===== config.mk =====
export PLATFORM = sky130hd
export DESIGN_NAME = ecc_op_sequencer
export DESIGN_NICKNAME = d
export VERILOG_FILES = /design/src/rtl/ecc_pkg.sv /design/src/rtl/ecc_apb_regs.sv /design/src/rtl/ecc_op_sequencer.sv
export SDC_FILE = /design/constraint.sdc
export NUM_CORES = 1
export LEC_CHECK = 0
export CAP_MARGIN = 20
export CORE_MARGIN = 1.5
export CORE_UTILIZATION = 46
export CTS_CLUSTER_SIZE = 12
export DETAILED_ROUTE_END_ITERATION = 7
export PLACE_DENSITY = 0.89
export SLEW_MARGIN = 10
export SYNTH_ARGS = -nofsm -noshare
export SYNTH_HDL_FRONTEND = slang
export SYNTH_SLANG_ARGS = --single-unit

===== constraint.sdc =====
create_clock -name PCLK -period 4.9 [get_ports PCLK]
set_clock_uncertainty 0.2 [all_clocks]
set_input_delay 1.47 -clock PCLK [delete_from_list [all_inputs] [get_ports PCLK]]
set_output_delay 1.47 -clock PCLK [all_outputs]
set_load 0.05 [all_outputs]

===== src/rtl/ecc_pkg.sv =====
// Shared types for the ECC operation sequencer: operation codes, FSM states,
// APB register map and codeword-width masks.
package ecc_pkg;

  typedef enum logic [1:0] {
    OP_ENC  = 2'd0,
    OP_DEC  = 2'd1,
    OP_FULL = 2'd2
  } op_t;

  typedef enum logic [2:0] {
    S_IDLE,
    S_ENC_START,
    S_ENC_WAIT,
    S_DEC_START,
    S_DEC_WAIT,
    S_DONE
  } state_t;

  localparam logic [7:0] ADDR_CTRL  = 8'h00;
  localparam logic [7:0] ADDR_DATA  = 8'h04;
  localparam logic [7:0] ADDR_WIDTH = 8'h08;
  localparam logic [7:0] ADDR_NOISE = 8'h0C;

  localparam logic [1:0] WCODE_8    = 2'd0;
  localparam logic [1:0] WCODE_16   = 2'd1;
  localparam logic [1:0] WCODE_32   = 2'd2;
  localparam logic [1:0] CODE_ILLEG = 2'd3;

  localparam logic [1:0] ERR_TIMEOUT = 2'd3;

  function automatic logic [31:0] width_mask(input logic [1:0] code);
    case (code)
      WCODE_8:  return 32'h0000_00FF;
      WCODE_16: return 32'h0000_FFFF;
      default:  return 32'hFFFF_FFFF;
    endcase
  endfunction

endpackage


===== src/rtl/ecc_apb_regs.sv =====
// APB register file for the ECC sequencer: decode, storage, error flag and
// the launch strobe raised by an accepted CTRL write.
module ecc_apb_regs
  import ecc_pkg::*;
#(
  parameter int AMBA_WORD       = 32,
  parameter int AMBA_ADDR_WIDTH = 20
) (
  input  logic                       clk_i,
  input  logic                       rst_ni,
  input  logic                       psel_i,
  input  logic                       penable_i,
  input  logic                       pwrite_i,
  input  logic [AMBA_ADDR_WIDTH-1:0] paddr_i,
  input  logic [AMBA_WORD-1:0]       pwdata_i,
  output logic [AMBA_WORD-1:0]       prdata_o,
  output logic                       pslverr_o,
  input  logic                       busy_i,
  output logic                       launch_o,
  output op_t                        launch_op_o,
  output logic [AMBA_WORD-1:0]       data_in_o,
  output logic [1:0]                 width_o,
  output logic [AMBA_WORD-1:0]       noise_o
);

  logic [1:0]           ctrl_q;
  logic [AMBA_WORD-1:0] data_in_q;
  logic [1:0]           width_q;
  logic [AMBA_WORD-1:0] noise_q;

  logic wr, rd;
  logic sel_ctrl, sel_data, sel_width, sel_noise, mapped;
  logic bad_val, wr_err, wr_ok;

  assign wr = psel_i & penable_i & pwrite_i;
  assign rd = psel_i & penable_i & ~pwrite_i;

  assign sel_ctrl  = (paddr_i == AMBA_ADDR_WIDTH'(ADDR_CTRL));
  assign sel_data  = (paddr_i == AMBA_ADDR_WIDTH'(ADDR_DATA));
  assign sel_width = (paddr_i == AMBA_ADDR_WIDTH'(ADDR_WIDTH));
  assign sel_noise = (paddr_i == AMBA_ADDR_WIDTH'(ADDR_NOISE));
  assign mapped    = sel_ctrl | sel_data | sel_width | sel_noise;

  // Only the two-bit code fields have an illegal encoding.
  assign bad_val = (sel_ctrl | sel_width) & (pwdata_i[1:0] == CODE_ILLEG);
  assign wr_err  = wr & (busy_i | ~mapped | bad_val);
  assign wr_ok   = wr & ~wr_err;

  assign pslverr_o   = wr_err | (rd & ~mapped);
  assign launch_o    = wr_ok & sel_ctrl;
  assign launch_op_o = op_t'(pwdata_i[1:0]);

  always_ff @(posedge clk_i or negedge rst_ni) begin
    if (!rst_ni) begin
      ctrl_q    <= 2'd0;
      data_in_q <= '0;
      width_q   <= 2'd0;
      noise_q   <= '0;
    end else if (wr_ok) begin
      if (sel_ctrl)  ctrl_q    <= pwdata_i[1:0];
      if (sel_data)  data_in_q <= pwdata_i;
      if (sel_width) width_q   <= pwdata_i[1:0];
      if (sel_noise) noise_q   <= pwdata_i;
    end
  end

  always_comb begin
    prdata_o = '0;
    if (rd) begin
      if (sel_ctrl)  prdata_o = AMBA_WORD'(ctrl_q);
      if (sel_data)  prdata_o = data_in_q;
      if (sel_width) prdata_o = AMBA_WORD'(width_q);
      if (sel_noise) prdata_o = noise_q;
    end
  end

  assign data_in_o = data_in_q;
  assign width_o   = width_q;
  assign noise_o   = noise_q;

endmodule


===== src/rtl/ecc_op_sequencer.sv =====
// ECC operation sequencer: APB-configured FSM that drives the encoder/decoder
// cores, guards each wait with a watchdog and publishes the result.
module ecc_op_sequencer
  import ecc_pkg::*;
#(
  parameter int AMBA_WORD       = 32,
  parameter int AMBA_ADDR_WIDTH = 20,
  parameter int DATA_WIDTH      = 32,
  parameter int TIMEOUT_CYC     = 64
) (
  input  logic                       PCLK,
  input  logic                       PRESETn,
  input  logic                       PSEL,
  input  logic                       PENABLE,
  input  logic                       PWRITE,
  input  logic [AMBA_ADDR_WIDTH-1:0] PADDR,
  input  logic [AMBA_WORD-1:0]       PWDATA,
  output logic [AMBA_WORD-1:0]       PRDATA,
  output logic                       PREADY,
  output logic                       PSLVERR,
  output logic                       enc_start,
  output logic [DATA_WIDTH-1:0]      enc_data,
  output logic [1:0]                 enc_width,
  input  logic                       enc_valid,
  input  logic [DATA_WIDTH-1:0]      enc_codeword,
  output logic                       dec_start,
  output logic [DATA_WIDTH-1:0]      dec_data,
  output logic [1:0]                 dec_width,
  input  logic                       dec_valid,
  input  logic [DATA_WIDTH-1:0]      dec_result,
  input  logic [1:0]                 dec_errors,
  output logic [DATA_WIDTH-1:0]      data_out,
  output logic [1:0]                 num_of_errors,
  output logic                       operation_done,
  output logic                       busy
);

  localparam int CNT_W = $clog2(TIMEOUT_CYC + 1);

  logic                 launch;
  op_t                  launch_op;
  logic [AMBA_WORD-1:0] data_in;
  logic [1:0]           width_code;
  logic [AMBA_WORD-1:0] noise;

  state_t                state_q, state_d;
  op_t                   op_q, op_d;
  logic [1:0]            wcode_q, wcode_d;
  logic [CNT_W-1:0]      cnt_q, cnt_d;
  logic [DATA_WIDTH-1:0] dec_data_q, dec_data_d;
  logic [DATA_WIDTH-1:0] data_out_q, data_out_d;
  logic [1:0]            nerr_q, nerr_d;

  logic [DATA_WIDTH-1:0] mask, enc_cw, dec_res, noise_m;
  logic                  timeout;

  ecc_apb_regs #(
    .AMBA_WORD       (AMBA_WORD),
    .AMBA_ADDR_WIDTH (AMBA_ADDR_WIDTH)
  ) u_regs (
    .clk_i       (PCLK),
    .rst_ni      (PRESETn),
    .psel_i      (PSEL),
    .penable_i   (PENABLE),
    .pwrite_i    (PWRITE),
    .paddr_i     (PADDR),
    .pwdata_i    (PWDATA),
    .prdata_o    (PRDATA),
    .pslverr_o   (PSLVERR),
    .busy_i      (busy),
    .launch_o    (launch),
    .launch_op_o (launch_op),
    .data_in_o   (data_in),
    .width_o     (width_code),
    .noise_o     (noise)
  );

  assign PREADY = 1'b1;

  // Width is frozen at launch, so every mask below uses the latched code.
  assign mask    = DATA_WIDTH'(width_mask(wcode_q));
  assign enc_cw  = enc_codeword & mask;
  assign dec_res = dec_result & mask;
  assign noise_m = DATA_WIDTH'(noise) & mask;
  assign timeout = (cnt_q == CNT_W'(TIMEOUT_CYC - 1));

  always_ff @(posedge PCLK or negedge PRESETn) begin
    if (!PRESETn) begin
      state_q    <= S_IDLE;
      op_q       <= OP_ENC;
      wcode_q    <= 2'd0;
      cnt_q      <= '0;
      dec_data_q <= '0;
      data_out_q <= '0;
      nerr_q     <= 2'd0;
    end else begin
      state_q    <= state_d;
      op_q       <= op_d;
      wcode_q    <= wcode_d;
      cnt_q      <= cnt_d;
      dec_data_q <= dec_data_d;
      data_out_q <= data_out_d;
      nerr_q     <= nerr_d;
    end
  end

  always_comb begin
    state_d    = state_q;
    op_d       = op_q;
    wcode_d    = wcode_q;
    cnt_d      = cnt_q;
    dec_data_d = dec_data_q;
    data_out_d = data_out_q;
    nerr_d     = nerr_q;
    case (state_q)
      S_IDLE: begin
        cnt_d = '0;
        if (launch) begin
          op_d    = launch_op;
          wcode_d = width_code;
          if (launch_op == OP_DEC) begin
            dec_data_d = DATA_WIDTH'(data_in);
            state_d    = S_DEC_START;
          end else begin
            state_d = S_ENC_START;
          end
        end
      end
      S_ENC_START: begin
        cnt_d   = '0;
        state_d = S_ENC_WAIT;
      end
      S_ENC_WAIT: begin
        if (enc_valid) begin
          if (op_q == OP_FULL) begin
            dec_data_d = enc_cw ^ noise_m;
            state_d    = S_DEC_START;
          end else begin
            data_out_d = enc_cw;
            nerr_d     = 2'd0;
            state_d    = S_DONE;
          end
        end else if (timeout) begin
          data_out_d = '0;
          nerr_d     = ERR_TIMEOUT;
          state_d    = S_DONE;
        end else begin
          cnt_d = cnt_q + CNT_W'(1);
        end
      end
      S_DEC_START: begin
        cnt_d   = '0;
        state_d = S_DEC_WAIT;
      end
      S_DEC_WAIT: begin
        if (dec_valid) begin
          data_out_d = dec_res;
          nerr_d     = dec_errors;
          state_d    = S_DONE;
        end else if (timeout) begin
          data_out_d = '0;
          nerr_d     = ERR_TIMEOUT;
          state_d    = S_DONE;
        end else begin
          cnt_d = cnt_q + CNT_W'(1);
        end
      end
      S_DONE:  state_d = S_IDLE;
      default: state_d = S_IDLE;
    endcase
  end

  always_comb begin
    enc_start      = 1'b0;
    dec_start      = 1'b0;
    operation_done = 1'b0;
    busy           = (state_q != S_IDLE);
    case (state_q)
      S_ENC_START: enc_start      = 1'b1;
      S_DEC_START: dec_start      = 1'b1;
      S_DONE:      operation_done = 1'b1;
      default: ;
    endcase
  end

  assign enc_data      = DATA_WIDTH'(data_in);
  assign enc_width     = wcode_q;
  assign dec_width     = wcode_q;
  assign dec_data      = dec_data_q;
  assign data_out      = data_out_q;
  assign num_of_errors = nerr_q;

endmodule


==> results of run 1 <==
## per-layer routing
metal,vias to the layer above,wire [µm],global-route usage [%],part of all wire (%)
met5,-,15,0,0.053
met4,2,1570,17.2,5.6
met3,104,1910,6.17,6.8
met2,415,13800,53.2,49
met1,3633,10900,39.4,39
li1,3126,-,-,-
## kinds of logic (layout without fill, tap and decap cells)
logic type	after synthesis	in the layout	synth area share, %
AO/OA/AOI/OAI	180	180	16.1
AND/OR/NAND/NOR	177	177	10.6
flip-flops	148	148	47.9
multiplexers	107	107	17.1
buffers and inverters	56	350	3.89
XOR/XNOR	36	36	4.08
adder cells (fa/ha/maj)	1	1	0.162
other	1	1	0.0485
## through the flow
step                TNS [ps]  instance area, µm²
floorplan               -336                7960
global placement       -8290               11100
detailed placement     -9630               11100
CTS                    -1520               12100
global route           -2310               12200
finish                 -1000               12200
## repair_timing
action                                 in CTS  in global routing
setup endpoints to repair                  30                 30
endpoints found under the hold margin       0                  0
cloned                                      4                  0
pin swaps                                  15                 27
buffers inserted                           17                  9
resized for setup                          53                 40
## path summary, 6_finish.rpt
check | start | end | slack [ps] | cells past startpoint
hold reg to reg | op_q[0] | op_q[0] | 280 | 1
min in group asynchronous | PRESETn | data_out[29] | 840 | 1
hold / removal | op_q[0] | op_q[0] | 280 | 1
setup / recovery | PADDR[12] | PRDATA[23] | -70 | 11
setup reg to reg | cnt_q[0] | data_out[5] | 1710 | 6
max in group asynchronous | PRESETn | u_regs.noise_o[6] | 2790 | 2
## cell usage after synthesis (2+ instances only)
master / number
nor4_1: 6
or3_1: 2
o22a_1: 8
buf_2: 3
nand3_1: 7
buf_4: 3
o21ai_0: 38
clkbuf_1: 34
mux2_1: 8
nand2_1: 73
inv_1: 5
nor2b_1: 2
mux2_2: 64
nand2b_1: 2
nand2_2: 2
buf_6: 10
o31ai_1: 8
mux2i_1: 4
mux2_4: 30
nor2_1: 57
xor2_1: 17
a22oi_1: 38
xnor2_1: 19
and2_1: 3
o22ai_1: 23
a21o_1: 17
a2bb2oi_1: 2
nand4_1: 4
a211oi_1: 15
or2_2: 3
a21oi_1: 8
nor3_1: 6
dfrtp_1: 148
a21bo_2: 3
o21a_1: 8
nor4_4: 2
## power groups by stage
stage | clock, mW | sequential [mW] | combinational, mW
3_3_place_gp | 0 | 1.52 | 1.62
6_report | 1.36 | 1.52 | 1.68
5_1_grt | 1.43 | 1.53 | 1.75
3_5_place_dp | 0 | 1.53 | 1.65
2_1_floorplan | 0 | 1.96 | 0.601
4_1_cts | 1.37 | 1.51 | 1.67
## state kept, by name, summed over array words and instances (netlist names)
name / count
u_regs.noise_o: 32
cnt_q: 7
u_regs.data_in_o: 32
num_of_errors: 2
dec_data: 32
dec_width: 2
state_q: 3
op_q: 2
u_regs.width_o: 2
u_regs.ctrl_q: 2
data_out: 32
## cell type report
class | count | share of cell area, %
sequential | 148 | 30.2
inverter | 5 | 0.153
clock buffer | 18 | 3.50
timing repair buffer | 313 | 28.4
tap | 220 | 2.25
multi-input combinational | 502 | 33.9
clock inverter | 14 | 1.52
## critical path, cell delays in order
cell and delay (ps):
buf_6 90, or4_4 520, nand2b_4 180, buf_6 130
nor3_4 120, buf_6 170, buf_16 130, buf_12 140
a22oi_2 70, nor2_4 130, buf_12 150
==> summary.md, run 1 <==
| Metric | Value |
|---|---|
| Max VDD drop | 0.285 mV |
| Minimum hold slack | 284 ps |
| Area contributors post-synth | dfrtp_1, mux2_2, mux2_4 |
| Relative slew slack | 30.6% |
| Yosys top cell by area | dfrtp_1 |
| Max H-tree Level | 4 |
| GRT Util Overall | 32.0% |
| Largest net degree at the start of global routing | 77 |
| Commonest non-fill, non-tap cell in the layout | clkdlybuf4s50_1 |
| Clk Latency, worst-skew pair | 420 ps |
| Final WS setup | -66.2 ps |
| Die area | 17600 µm² |
| CTS tree | done |
| Max Freq | 201 MHz |
| DRT Pass-1 Iters | 4 |
| Ant. Diodes | 0 |
| Post-route DRC violation count | 0 |
| Sequential cell area | 3700 µm² |
| Share of cells above drive strength 1 | 30.1% |
| CP Capture Type | primary output |
| Initial cell density of the core | 46.8% |
| Drt via density | 5.97 |
| Core region area | 16500 µm² |
| Switch share | 38.0% |
| Port buffer count | 263 |
| Mean post-synth cell area | 10.9 µm² |
| Die height | 133 µm |
| CTS hold repair buffers | 0 |
| CP Class | in2out |
| Post-Syn Instances | 706 |
| RSZ-0062 raised after global routing | true |
| Total wire length | 28200 µm |
| Rows | 47 |
| Worst-path clk slew | 60 ps |
| Async S/R FF share, synth | 100% |
| HPWL Detailed | 18300 µm |
| Pre-CTS WS | -342 ps |
| Die Width | 133 µm |
| Io pins | 265 |
| Initial antenna violation count | 1 |
| Hold Vio Cnt, Final | 0 |
| Main synth FF type | dfrtp_1 |
| Via count | 7280 |
| CP required | 3230 ps |
| Clk buf depth | 2 |
| #FFs+latches synth | 148 |
| First-pass GRT wire length | 42700 µm |
| Seq/Total Area, Yosys | 47.9% |
| Fin. max-slew vios | 0 |
| GPL Wtd Cong | 0.896 |
| Ys Warns | 0 |
| Logic pwr share | 36.9% |
| Post-layout net count | 1113 |
| Dpl cells | 1159 |
| Minimum clock period | 4970 ps |
| Vias in the first global route | 7312 |
| Status | finished with violations |
| Cell internal pwr | 2.83 mW |
| DR iter-0 viols | 452 |
| Hold Crit Class | reg2reg |
| Syn_nets | 832 |
| Inserted Clock Buffers | 17 |
| Clock Power Share | 29.9% |
| Yosys top cell area share | 47.9% |
| Number of fill cells | 1029 |
| Final setup fails | 30 |
| Routed length per instance | 23.1 µm |
| Clock sink count | 148 |
| Most frequent cells in the layout | clkdlybuf4s50_1, dfrtp_1, nand2_1 |
| Mapped Area | 7730 µm² |
| Root buf cell | clkbuf_16 |
| Utilization after layout | 74.1% |
| Total power | 4.56 mW |
| Leakage power | 5.30 nW |
| MaxCap Viol Count | 0 |
| Final period util | 101% |
| Number of synthesized flops with an enable pin | 0 |
| CP arrival | 3300 ps |
| P&R area growth vs syn | 58.5% |
| Failing checks | setup timing |
| GRT overflow | 0 |
| Reg power frac | 33.3% |
| Non-filler cells in the finished layout | 1220 |
| Power Density | 372 nW/µm² |
| Largest fanout on the critical path | 7 |
| Final ANT Viol Nets | 0 |
| Distinct cells, synth | 60 |
| Multi-input gate area | 4150 µm² |
| P_sw | 1.73 mW |
| Critical Path Source Type | input pin |
| Worst-margin pin slew | 1030 ps |
(Power assumes the default switching activity.)
==> run 2: changes to the inputs <==
--- a/config.mk
+++ b/config.mk
@@ -10,6 +10,7 @@
 export CORE_UTILIZATION = 46
 export CTS_CLUSTER_SIZE = 12
 export DETAILED_ROUTE_END_ITERATION = 7
+export GPL_ROUTABILITY_DRIVEN = 0
 export PLACE_DENSITY = 0.89
 export SLEW_MARGIN = 10
 export SYNTH_ARGS = -nofsm -noshare
==> results of run 2 <==
No change in the layout: final DEF, timing and power equal those of run 1.
